$ cat config.mk
export PLATFORM = sky130hd
export DESIGN_NAME = apb_gpio_master
export DESIGN_NICKNAME = d
export VERILOG_FILES = /design/src/rtl/apb_gpio_master_pkg.sv /design/src/rtl/apb_gpio_master_fifo.sv /design/src/rtl/apb_gpio_master.sv
export SDC_FILE = /design/constraint.sdc
export NUM_CORES = 1
export LEC_CHECK = 0
export CAP_MARGIN = 20
export CELL_PAD_IN_SITES_DETAIL_PLACEMENT = 0
export CELL_PAD_IN_SITES_GLOBAL_PLACEMENT = 1
export CORE_AREA = 2 2 184 186
export CTS_BUF_LIST = sky130_fd_sc_hd__clkbuf_8
export CTS_CLUSTER_SIZE = 25
export DETAILED_ROUTE_END_ITERATION = 6
export DIE_AREA = 0 0 186 188
export HOLD_SLACK_MARGIN = 0.02
export PLACE_DENSITY_LB_ADDON = 0.2
export SYNTH_ARGS = -nofsm -noshare
export SYNTH_HDL_FRONTEND = slang
export SYNTH_SLANG_ARGS = --single-unit
export TNS_END_PERCENT = 10
$ cat constraint.sdc
create_clock -name pclk -period 2.8 [get_ports pclk]
set_input_delay 0.42 -clock pclk [delete_from_list [all_inputs] [get_ports pclk]]
set_output_delay 0.42 -clock pclk [all_outputs]
set_load 0.01 [all_outputs]
$ cat src/rtl/apb_gpio_master_pkg.sv
`default_nettype none
// ============================================================================
//  Module      : apb_gpio_master_pkg
//  Description : Shared types for the APB command-stream initiator: FSM state
//                encoding, buffered command record and pointer sizing helper.
//  Revision    : 1.0 - initial release
// ============================================================================
package apb_gpio_master_pkg;

    // Widest address the command record can carry; narrower buses zero-extend.
    localparam int unsigned MAX_ADDR_W    = 64;
    localparam int unsigned DEF_CMD_DEPTH = 4;

    // Pointer width for a FIFO of the given depth (at least one bit).
    function automatic int unsigned ptr_width(input int unsigned depth);
        return (depth > 1) ? $clog2(depth) : 1;
    endfunction

    localparam int unsigned PTR_W = ptr_width(DEF_CMD_DEPTH);

    typedef enum logic [1:0] {
        IDLE   = 2'd0,
        SETUP  = 2'd1,
        ACCESS = 2'd2
    } state_t;

    typedef struct packed {
        logic [MAX_ADDR_W-1:0] addr;
        logic                  write;
        logic [31:0]           wdata;
    } cmd_t;

endpackage
`default_nettype wire

$ cat src/rtl/apb_gpio_master_fifo.sv
`default_nettype none
// ============================================================================
//  Module      : apb_gpio_master_fifo
//  Description : Synchronous FIFO of command records. Push is ignored when
//                full and pop is ignored when empty; pointers wrap naturally
//                because DEPTH is a power of two.
//  Revision    : 1.0 - initial release
// ============================================================================
module apb_gpio_master_fifo
    import apb_gpio_master_pkg::*;
#(
    parameter int unsigned DEPTH = DEF_CMD_DEPTH
) (
    input  logic clk,
    input  logic rst,
    input  logic i_push,
    input  cmd_t i_data,
    input  logic i_pop,
    output cmd_t o_head,
    output logic o_full,
    output logic o_empty
);

    localparam int unsigned AW = ptr_width(DEPTH);

    cmd_t          r_mem [DEPTH];
    logic [AW-1:0] r_wr_ptr;
    logic [AW-1:0] r_rd_ptr;
    logic [AW:0]   r_count;
    logic          w_push;
    logic          w_pop;

    assign o_full  = (r_count == (AW+1)'(DEPTH));
    assign o_empty = (r_count == '0);
    assign o_head  = r_mem[r_rd_ptr];
    assign w_push  = i_push && !o_full;
    assign w_pop   = i_pop && !o_empty;

    // Storage write; contents need no reset because occupancy gates reads.
    always_ff @(posedge clk) begin
        if (w_push) begin
            r_mem[r_wr_ptr] <= i_data;
        end
    end

    // Pointer and occupancy tracking.
    always_ff @(posedge clk) begin
        if (rst) begin
            r_wr_ptr <= '0;
            r_rd_ptr <= '0;
            r_count  <= '0;
        end else begin
            if (w_push) begin
                r_wr_ptr <= r_wr_ptr + AW'(1);
            end
            if (w_pop) begin
                r_rd_ptr <= r_rd_ptr + AW'(1);
            end
            case ({w_push, w_pop})
                2'b10:   r_count <= r_count + (AW+1)'(1);
                2'b01:   r_count <= r_count - (AW+1)'(1);
                default: r_count <= r_count;
            endcase
        end
    end

endmodule
`default_nettype wire

$ cat src/rtl/apb_gpio_master.sv
`default_nettype none
// ============================================================================
//  Module      : apb_gpio_master
//  Description : APB3 initiator fed by a valid/ready command stream. Commands
//                are queued, issued one at a time as SETUP/ACCESS transfers,
//                and each returns one in-order response (rdata + error).
//                Optional macro APB_MST_TIMEOUT_EN bounds the ACCESS wait to
//                TIMEOUT cycles, completing a stalled transfer with an error.
//  Revision    : 1.0 - initial release
// ============================================================================
module apb_gpio_master
    import apb_gpio_master_pkg::*;
#(
    parameter int unsigned ADDR_W    = 32,
    parameter int unsigned CMD_DEPTH = 4,
    parameter int unsigned TIMEOUT   = 255
) (
    input  logic              pclk,
    input  logic              preset,
    input  logic              cmd_valid,
    output logic              cmd_ready,
    input  logic [ADDR_W-1:0] cmd_addr,
    input  logic              cmd_write,
    input  logic [31:0]       cmd_wdata,
    output logic              rsp_valid,
    input  logic              rsp_ready,
    output logic [31:0]       rsp_rdata,
    output logic              rsp_err,
    output logic              psel,
    output logic              penable,
    output logic [ADDR_W-1:0] paddr,
    output logic              pwrite,
    output logic [31:0]       pwdata,
    input  logic [31:0]       prdata,
    input  logic              pready,
    input  logic              pslverr,
    output logic              busy
);

    cmd_t              w_push_cmd;
    cmd_t              w_head;
    logic              w_full;
    logic              w_empty;
    logic              w_launch;
    logic              w_pop;
    logic              w_timeout;
    logic              w_done;
    logic              w_unused;

    state_t            r_state;
    logic              r_psel;
    logic              r_penable;
    logic [ADDR_W-1:0] r_paddr;
    logic              r_pwrite;
    logic [31:0]       r_pwdata;
    logic              r_rsp_valid;
    logic [31:0]       r_rsp_rdata;
    logic              r_rsp_err;

    // Package the incoming command for the queue.
    always_comb begin
        w_push_cmd       = '0;
        w_push_cmd.addr  = MAX_ADDR_W'(cmd_addr);
        w_push_cmd.write = cmd_write;
        w_push_cmd.wdata = cmd_wdata;
    end

    apb_gpio_master_fifo #(
        .DEPTH (CMD_DEPTH)
    ) u_fifo (
        .clk     (pclk),
        .rst     (preset),
        .i_push  (cmd_valid),
        .i_data  (w_push_cmd),
        .i_pop   (w_pop),
        .o_head  (w_head),
        .o_full  (w_full),
        .o_empty (w_empty)
    );

    // A new transfer may start only when the response slot is free (or
    // being emptied this cycle), keeping a single transaction outstanding.
    assign w_launch = !w_empty && (!r_rsp_valid || rsp_ready);
    assign w_pop    = (r_state == IDLE) && w_launch;

`ifdef APB_MST_TIMEOUT_EN
    localparam int unsigned TO_W = (TIMEOUT > 255) ? 16 : 8;

    logic [TO_W-1:0] r_wait;

    // ACCESS wait counter; held at zero outside ACCESS so each entry restarts it.
    always_ff @(posedge pclk) begin
        if (preset || (r_state != ACCESS)) begin
            r_wait <= '0;
        end else begin
            r_wait <= r_wait + TO_W'(1);
        end
    end

    assign w_timeout = (r_state == ACCESS) && !pready &&
                       ((32'(r_wait) + 32'd1) == 32'(TIMEOUT));
    assign w_unused  = ^{w_head.addr};
`else
    assign w_timeout = 1'b0;
    assign w_unused  = ^{w_head.addr, (TIMEOUT == 0)};
`endif

    assign w_done = (r_state == ACCESS) && (pready || w_timeout);

    // Transfer sequencing with registered APB and response outputs.
    always_ff @(posedge pclk) begin
        if (preset) begin
            r_state     <= IDLE;
            r_psel      <= 1'b0;
            r_penable   <= 1'b0;
            r_paddr     <= '0;
            r_pwrite    <= 1'b0;
            r_pwdata    <= '0;
            r_rsp_valid <= 1'b0;
            r_rsp_rdata <= '0;
            r_rsp_err   <= 1'b0;
        end else begin
            // Consumption clears the slot; a completion below overrides it.
            if (r_rsp_valid && rsp_ready) begin
                r_rsp_valid <= 1'b0;
            end
            case (r_state)
                IDLE: begin
                    if (w_launch) begin
                        r_paddr   <= {w_head.addr[ADDR_W-1:2], 2'b00};
                        r_pwrite  <= w_head.write;
                        r_pwdata  <= w_head.wdata;
                        r_psel    <= 1'b1;
                        r_penable <= 1'b0;
                        r_state   <= SETUP;
                    end
                end
                SETUP: begin
                    r_penable <= 1'b1;
                    r_state   <= ACCESS;
                end
                ACCESS: begin
                    if (w_done) begin
                        r_rsp_valid <= 1'b1;
                        r_rsp_rdata <= (r_pwrite || w_timeout) ? 32'd0 : prdata;
                        r_rsp_err   <= w_timeout || pslverr;
                        r_psel      <= 1'b0;
                        r_penable   <= 1'b0;
                        r_state     <= IDLE;
                    end
                end
                default: begin
                    r_psel    <= 1'b0;
                    r_penable <= 1'b0;
                    r_state   <= IDLE;
                end
            endcase
        end
    end

    assign cmd_ready = !w_full;
    assign psel      = r_psel;
    assign penable   = r_penable;
    assign paddr     = r_paddr;
    assign pwrite    = r_pwrite;
    assign pwdata    = r_pwdata;
    assign rsp_valid = r_rsp_valid;
    assign rsp_rdata = r_rsp_rdata;
    assign rsp_err   = r_rsp_err;
    assign busy      = !w_empty || (r_state != IDLE) || r_rsp_valid;

endmodule
`default_nettype wire

**Word-level counts from Yosys, hierarchy flattened**

Memory sizes are Yosys's and may differ from the RTL's. A register that Yosys moved wholly into a read port is not among the register bits.
Index checks and enable logic that the tools add are counted.

- Memory bits (writable): 260
- Flip-flop bits (word level): 45
- Memories kept: 1
- Output and inout port bits: 103
- Latch bits: 0
- Word-level logic and storage cells: 57
- Bits of input ports: 103
- Memory bits (read-only): 0

- Div/mod/pow operators: 0
- $add $sub $neg: 4
- Shift operators: 0
- Reductions and logical operators: 20
- Equal/unequal tests: 7
- Bitwise gates (word level): 1
- Multiplexer cells: 15
- Multiply operators: 0
- $lt $le $gt $ge: 0

Memories:

| memory | depth | bits a word | read ports | clocked after Yosys merged registers in | write ports | RTL line | RTL |
|---|---|---|---|---|---|---|---|
| u_fifo.r_mem | 4 | 65 | 1 | 1 | 1 | apb_gpio_master_fifo.sv:26 | `cmd_t r_mem [DEPTH];` |

Operators by type and width:

| kind | number |
|---|---|
| 2-to-1 mux 32 bit | 1 |
| 2-to-1 mux 1 bit | 8 |
| logical AND 1 bit | 6 |
| case mux 1 bit (3 select lines) | 2 |
| case mux 2 bit (3 select lines) | 1 |
| case mux 3 bit (2 select lines) | 1 |
| AND reduction 2 bit | 3 |
| adder 2 x 1 -> 2 bit (second input constant) | 2 |
| == test 2 x 1 -> 1 bit (second input constant) | 2 |
| == test 2 bit (second input constant) | 2 |
| 2-to-1 mux 2 bit | 2 |
| inequality test 2 bit (second input constant) | 2 |
| nonzero test 2 bit | 2 |
| adder 3 x 1 -> 3 bit (second input constant) | 1 |
| == test 3 bit (second input constant) | 1 |
| logical NOT 1 bit | 3 |
| logical NOT 3 bit | 1 |
| logical OR 1 bit | 3 |
| AND reduction 3 bit | 1 |
| subtractor 3 x 1 -> 3 bit (second input constant) | 1 |
| logical NOT 2 bit | 1 |
| inverter 1 bit | 1 |

**Longest topological paths before layout**

Gate-level depths: netlist (run 1).

- Word-level depth: 7
- Depth in mapped cells: 10
- Gate-level depth less buffers: 9

**Modules after synthesis**

Synthesis (run 1) repeated with hierarchy kept, for this count alone.

- Cells, all modules: 1,003
- Area, all modules: 18,758.0 um^2

Modules (own cells, without submodules):

| module | cells an instance | seq. area each (um^2) | times used | area each (um^2) |
|---|---|---|---|---|
| apb_gpio_master_fifo | 561 | 11,831.3 | 1 | 14,455.1 |
| apb_gpio_master | 442 | 2,001.9 | 1 | 4,302.9 |

**Worst setup path after synthesis (run 1)**

Ideal clock, no wire load.

- Kind: reg-to-reg
- Start: register u_fifo.r_count[0]
- End: memory u_fifo.r_mem[0][0] in the netlist's numbering (enable)
- Setup time: 428 ps
- Period minus slack after synthesis: 2,792 ps
- Setup slack: 8 ps
- Path buffers: 1
- Data required time: 2,372 ps
- Stages on the path, launching flop included: 4
- Arrival: 2,364 ps
- Cell sequence: dfxtp_1 or3b_1 clkbuf_1 and3_1

- Cells in the longest elaborated chain, start to end: 5

RTL lines:

| what | RTL line | RTL |
|---|---|---|
| start, declared | apb_gpio_master_fifo.sv:29 | `logic [AW:0] r_count;` |
| start signal, assigned | apb_gpio_master_fifo.sv:60 | `2'b10: r_count <= r_count + (AW+1)'(1);` |
| start signal, assigned | apb_gpio_master_fifo.sv:61 | `2'b01: r_count <= r_count - (AW+1)'(1);` |
| start signal, assigned | apb_gpio_master_fifo.sv:62 | `default: r_count <= r_count;` |
| == test 3 bit | apb_gpio_master_fifo.sv:33 | `assign o_full = (r_count == (AW+1)'(DEPTH));` |
| logical NOT 1 bit | n/a |  |
| via cmd_ready | apb_gpio_master.sv:21 | `output logic cmd_ready,` |
| logical AND 1 bit | apb_gpio_master_fifo.sv:36 | `assign w_push = i_push && !o_full;` |
| 2-to-1 mux 1 bit | apb_gpio_master_fifo.sv:41 | `if (w_push) begin` |
| 2-to-1 mux 1 bit (implied by the code) | apb_gpio_master_fifo.sv:42 | `r_mem[r_wr_ptr] <= i_data;` |
| end, declared | apb_gpio_master_fifo.sv:26 |  |

The timed path passes the listed nets, and every way through them passes these cells.

**Final worst setup path (run 1)**

- Start: register u_fifo.r_count[2]
- End: output port busy

- Cells in the longest elaborated chain, start to end: 4

RTL lines:

| what | RTL line | RTL |
|---|---|---|
| logical NOT 3 bit | apb_gpio_master_fifo.sv:34 | `assign o_empty = (r_count == '0);` |
| logical NOT 1 bit | apb_gpio_master.sv:170 | `assign busy = !w_empty \|\| (r_state != IDLE) \|\| r_rsp_valid;` |
| logical OR 1 bit (2 in a row) | apb_gpio_master.sv:170 |  |
| end, declared | apb_gpio_master.sv:37 | `output logic busy` |

Every way passes these cells.

==> impl_metrics.env, run 1 <==
export IMPL_grt_usage=0.1889
export IMPL_fin_setup_tns_ns=0
export IMPL_worstSetupPathType="flip-flop to output pin"
export IMPL_worstPathRequired_ns=2.38
export IMPL_grt_pass1_wl_um=50240
export IMPL_design_core_area_sq_um=33110
export IMPL_slew_headroom=0.3669
export IMPL_port_buffers=201
export IMPL_placed_area_sq_um=16170
export IMPL_cts_clk_slew_worst_paths_ns=0.07
export IMPL_cts_sinks=359
export IMPL_setup_viol=0
export IMPL_die_height_um=188
export IMPL_status="complete, no violations"
export IMPL_stdcell_area_sq_um=17330
export IMPL_clock_latency_ns=0.59
export IMPL_ys_warn_count=0
export IMPL_synth_seq_cells=359
export IMPL_io_pins=206
export IMPL_max_cap_violations=0
export IMPL_slew_violations=0
export IMPL_critical_path_arrival_ns=2.13
export IMPL_cts_root_buffer="clkbuf_8"
export IMPL_worstSetupEndpointType="output pin"
export IMPL_antenna_found_initial=3
export IMPL_async_flop_share=0
export IMPL_gp_congestion=0.6891
export IMPL_power_density_nw_per_um2=942.5
export IMPL_die_w_um=186
export IMPL_synth_area_sq_um=13650
export IMPL_netlist_area_leader_share=0.5544
export IMPL_hold_violations=0
export IMPL_drt_total_wl_um=33220
export IMPL_use_met2=0.3126
export IMPL_dieArea_sq_um=34970
export IMPL_clock_path_buffers=3
export IMPL_total_power_w=0.01633
export IMPL_startpoint_type="flip-flop"
export IMPL_netlist_instances=852
export IMPL_instances_no_fill=1560
export IMPL_cts_buffers=57
export IMPL_hpwl_um=18150
export IMPL_ir_drop_v=0.0007069
export IMPL_path_max_fanout=5
export IMPL_rsz0062_at_grt="false"
export IMPL_grt_max_degree=66
export IMPL_drtIter0Drc=474
export IMPL_gr_usage_met1=0.2483
export IMPL_ys_seq_area_frac=0.7113
export IMPL_gr_total_overflow=0
export IMPL_startpoint="u_fifo.r_count[2]"
export IMPL_via_per_inst=5.393
export IMPL_pre_cts_slack_ns=0.2071
export IMPL_leakage_nw=5.709
export IMPL_syn_avg_cell_area_sq_um=16.02
export IMPL_synth_edf_count=252
export IMPL_cts_tree="yes"
export IMPL_min_period_ns=2.551
export IMPL_dr_pass1_iters=5
export IMPL_vias=8413
export IMPL_rows=67
export IMPL_antenna_left=0
export IMPL_nets=1170
export IMPL_hold_start="preset"
export IMPL_drive_gt1_frac=0.1649
export IMPL_yosysTopAreaCell="edfxtp_1"
export IMPL_cts_setup_buffers=0
export IMPL_start_util=0.4122
export IMPL_hold_class="input port to flip-flop"
export IMPL_synth_area_leaders="edfxtp_1 55%, dfxtp_1 16%, mux4_2 10%, a21oi_1 3.8%, o31ai_1 3.5%"
export IMPL_worst_slew_pin_slew_ns=0.9497
export IMPL_min_period_over_period=0.9112
export IMPL_grt_pass1_vias=8476
export IMPL_drc=0
export IMPL_skew_ns=0.01789
export IMPL_grt_busiest_layer="met2"
export IMPL_cts_htree_levels=2
export IMPL_fin_ws_ns=0.2488
export IMPL_timing_rr_start="u_fifo.r_count[2]"
export IMPL_fmax_mhz=392.0
export IMPL_placedCellCount=1450
export IMPL_syn_to_final_growth_pct=26.93
export IMPL_wl_per_cell_um=21.30
export IMPL_synth_distinct_cells=34
export IMPL_synth_ff_type="edfxtp_1"
export IMPL_use_met3=0.04195
## state kept, by name, indices dropped and copies added, names as in the netlist
signal	flops
rsp_err	1
pwdata	32
pwrite	1
r_state	2
u_fifo.r_rd_ptr	2
u_fifo.r_count	3
u_fifo.r_wr_ptr	2
rsp_rdata	32
paddr	30
u_fifo.r_mem	252
psel	1
rsp_valid	1
## cell usage after synthesis (4+ instances only)
master / count
edfxtp_1: 252
dfxtp_1: 107
a21oi_1: 104
nand4_1: 64
o31ai_1: 64
mux4_2: 63
clkbuf_1: 39
nand2_1: 36
nand3b_1: 33
buf_2: 22
buf_1: 12
inv_1: 7
nor2_1: 7
ha_1: 5
and3_1: 4
buf_12: 4
buf_4: 4
## per-layer routing
layer / vias up / routed length, um / part of all wire
met1: 4265 / 14400 / 0.43
li1: 3815 / - / -
met5: - / 13 / 0.00039
met2: 279 / 16140 / 0.49
met4: 2 / 656 / 0.020
met3: 52 / 2007 / 0.060
## through the flow
| step | util | hold slack, ns |
|---|---|---|
| after CTS | 0.5231 | 0.3333 |
| after global placement | 0.4884 | 0.4372 |
| after detailed placement | 0.4884 | 0.4435 |
| after global routing | 0.5231 | 0.3597 |
| after floorplan | - | 0.4750 |
| final | 0.5232 | 0.3821 |
## cell usage in the layout, fill, tap and decap left out, types with 2 or more instances in the layout
master,count
edfxtp_1,252
clkdlybuf4s50_1,199
dfxtp_1,105
a21oi_1,104
clkbuf_8,68
o31ai_1,64
nand4_1,64
mux4_2,63
nand2_1,36
inv_1,33
nand3b_1,33
buf_4,24
buf_12,7
nor2_1,6
clkinv_2,6
ha_1,5
clkinv_1,5
and3_4,4
nand3_1,3
diode_2,2
or3_1,2
xor2_1,2
a21o_1,2
o21ai_0,2
conb_1,2
bufinv_16,2
dfxtp_4,2
## cell type report
class	instances	area, sq um
multi-input cells	405	3546
flip-flops and latches	359	9717
clock buffers	68	935.9
repair buffers	231	2321
diodes	2	5.005
fillers	2815	15790
clock inverters	40	214.0
well taps	448	560.5
inverters	7	26.28
## critical path, stage by stage (launching register included)
cell	delay, ns
dfxtp_1	0.35
or3_2	0.52
or3_1	0.37
dlygate4sd2_1	0.30
## kinds of logic after synthesis
logic type	Yosys count	share of synthesized area
AO/OA/AOI/OAI	172	0.07517
XOR/XNOR	2	0.001284
adder cells (fa/ha/maj)	6	0.006050
buffers and inverters	89	0.03291
flip-flops	359	0.7113
multiplexers	64	0.1048
other	1	0.0002747
AND/OR/NAND/NOR	159	0.06820
## worst paths after layout
kind | endpoint | slack, ns | depth (start not counted)
worst max-delay path | busy | 0.25 | 3
worst min-delay path | pwdata[18] | 0.38 | 2
worst max register to register | u_fifo.r_count[2] | 0.65 | 8
worst min register to register | rsp_rdata[21] | 0.45 | 2
## power by group
group          switching [W]  total, W  internal [W]  leakage [nW]
Combinational        0.00261   0.00490       0.00228          1.84
Clock                0.00197   0.00435       0.00238         0.687
Sequential          0.000598   0.00708       0.00648          3.19
Total                0.00518    0.0163        0.0111          5.71
## what timing repair did
item,CTS,global route
resized for setup,1,0
setup endpoints to repair,1,0
hold buffers,0,0
Power figures use the tool's default switching activity.
==> run 2, diff against run 1 <==
--- a/config.mk
+++ b/config.mk
@@ -10,6 +10,7 @@
 export CELL_PAD_IN_SITES_GLOBAL_PLACEMENT = 1
 export CORE_AREA = 2 2 184 186
 export CTS_BUF_LIST = sky130_fd_sc_hd__clkbuf_8
+export CTS_CLUSTER_DIAMETER = 40
 export CTS_CLUSTER_SIZE = 25
 export DETAILED_ROUTE_END_ITERATION = 6
 export DIE_AREA = 0 0 186 188
==> run 2 against run 1 <==
Fmax up 5.1%. Die area unchanged. First-iteration DRC count up 7.4%. Routed wire length down 0.95%. Final cell count down 1.5%. Critical path depth unchanged.
==> impl_metrics.env, run 2 (same netlist as run 1, synthesis figures left out) <==
export IMPL_hold_start="preset"
export IMPL_drtIter0Drc=509
export IMPL_worstSetupEndpointType="output pin"
export IMPL_cts_htree_levels=2
export IMPL_fin_setup_tns_ns=0
export IMPL_slew_headroom=0.3723
export IMPL_dieArea_sq_um=34970
export IMPL_top_register="u_fifo.r_mem"
export IMPL_max_cap_violations=0
export IMPL_grt_pass1_vias=8398
export IMPL_hpwl_um=18150
export IMPL_timing_rr_start="u_fifo.r_count[2]"
export IMPL_holdBufCountCts=0
export IMPL_gp_congestion=0.6891
export IMPL_cts_clk_slew_worst_paths_ns=0.08
export IMPL_ir_drop_v=0.0007156
export IMPL_skew_ns=0.03648
export IMPL_critical_path_arrival_ns=2.01
export IMPL_syn_to_final_growth_pct=25.84
export IMPL_setup_viol=0
export IMPL_design_core_area_sq_um=33110
export IMPL_die_height_um=188
export IMPL_slowest_stage="clkdlybuf4s50_1"
export IMPL_via_per_inst=5.402
export IMPL_grt_pass1_wl_um=50030
export IMPL_grt_usage=0.1870
export IMPL_clock_latency_ns=0.58
export IMPL_cpPeakStageDelay_ns=0.48
export IMPL_cts_tree="yes"
export IMPL_drc=0
export IMPL_min_period_over_period=0.8668
export IMPL_largest_reg_flops=252
export IMPL_die_w_um=186
export IMPL_cts_buffers=46
export IMPL_rrSetupSlack_ns=0.65
export IMPL_min_period_ns=2.427
export IMPL_placedCellCount=1450
export IMPL_port_buffers=201
export IMPL_worstReg2RegEnd="u_fifo.r_count[2]"
export IMPL_drt_total_wl_um=32910
export IMPL_vias=8303
export IMPL_cts_setup_buffers=0
export IMPL_worstSetupPathType="flip-flop to output pin"
export IMPL_cts_root_buffer="clkbuf_8"
export IMPL_path_delay_family="buffers and inverters"
export IMPL_fillers=2806
export IMPL_nets=1159
export IMPL_wl_per_cell_um=21.41
export IMPL_stdcell_area_sq_um=17180
export IMPL_reg2reg_depth=8
export IMPL_fin_ws_ns=0.3729
export IMPL_antenna_left=0
export IMPL_pre_cts_slack_ns=0.2071
export IMPL_dr_pass1_iters=5
export IMPL_rsz0062_at_grt="false"
export IMPL_final_common_cell="edfxtp_1"
export IMPL_drive_gt1_frac=0.1719
export IMPL_power_density_nw_per_um2=934.2
export IMPL_startpoint_type="flip-flop"
export IMPL_most_common_layout_cells="252 x edfxtp_1, 199 x clkdlybuf4s50_1, 105 x dfxtp_1, 104 x a21oi_1"
export IMPL_rows=67
export IMPL_placed_area_sq_um=16170
export IMPL_worst_slew_pin_slew_ns=0.9416
export IMPL_ctsResizeCount=0
export IMPL_leakage_nw=5.543
export IMPL_gr_total_overflow=0
export IMPL_hold_end="pwdata[17]"
export IMPL_clock_path_buffers=3
export IMPL_min_path_cells=2
export IMPL_worstPathRequired_ns=2.38
export IMPL_slew_violations=0
export IMPL_cts_sinks=359
export IMPL_io_pins=206
export IMPL_antenna_found_initial=2
export IMPL_total_power_w=0.01605
export IMPL_crit_buf_inv=2
export IMPL_crit_path_cell_trace="or3b_1 -> buf_4 -> clkdlybuf4s50_1"
export IMPL_hold_violations=0
export IMPL_grt_max_degree=66
export IMPL_hold_class="input port to flip-flop"
export IMPL_path_max_fanout=9
export IMPL_start_util=0.4122
export IMPL_fmax_mhz=412.0
export IMPL_status="complete, no violations"
export IMPL_instances_no_fill=1537
-- run 2: through the flow --
step	hold WS, ns	util
final	0.4026	0.5187
after global routing	0.3897	0.5186
after CTS	0.3827	0.5186
after detailed placement	0.4435	0.4884
after global placement	0.4372	0.4884
after floorplan	0.4750	-
-- run 2: worst max-delay path by stage --
stage                      start            endpoint  slack, ns  cells past startpoint
5_1_grt        u_fifo.r_count[2]           cmd_ready       0.29                      3
6_report       u_fifo.r_count[2]           cmd_ready       0.37                      3
3_3_place_gp           rsp_ready   u_fifo.r_count[2]       0.20                     10
3_5_place_dp           rsp_ready   u_fifo.r_count[2]       0.21                     10
4_1_cts        u_fifo.r_count[2]                busy       0.02                      3
2_1_floorplan  u_fifo.r_count[0]  u_fifo.r_mem[0][0]      0.008                      3
-- run 2: layer usage --
layer / share of wire / wire length (um) / track usage / vias to the layer above
met2: 0.50 / 16360 / 0.3154 / 263
met1: 0.42 / 13900 / 0.2467 / 4208
met3: 0.065 / 2135 / 0.03904 / 42
met4: 0.015 / 503 / 0.04724 / 2
li1: - / - / - / 3788
met5: 0.00040 / 13 / 0 / -
-- run 2: final cells by class --
type,count,area [sq um],share of cell area
Antenna cell,1,2.502,0.0001457
Clock buffer,46,633.1,0.03686
Clock inverter,40,366.6,0.02134
Inverter,7,26.28,0.001530
Multi-Input combinational cell,405,3546,0.2064
Sequential cell,359,9717,0.5657
Tap cell,448,560.5,0.03263
Timing Repair Buffer,231,2325,0.1353
-- run 2: report_power, final --
part	internal [W]	switching (W)	total, W
Sequential	0.00647	0.000598	0.00707
Combinational	0.00229	0.00260	0.00489
Clock	0.00196	0.00213	0.00408
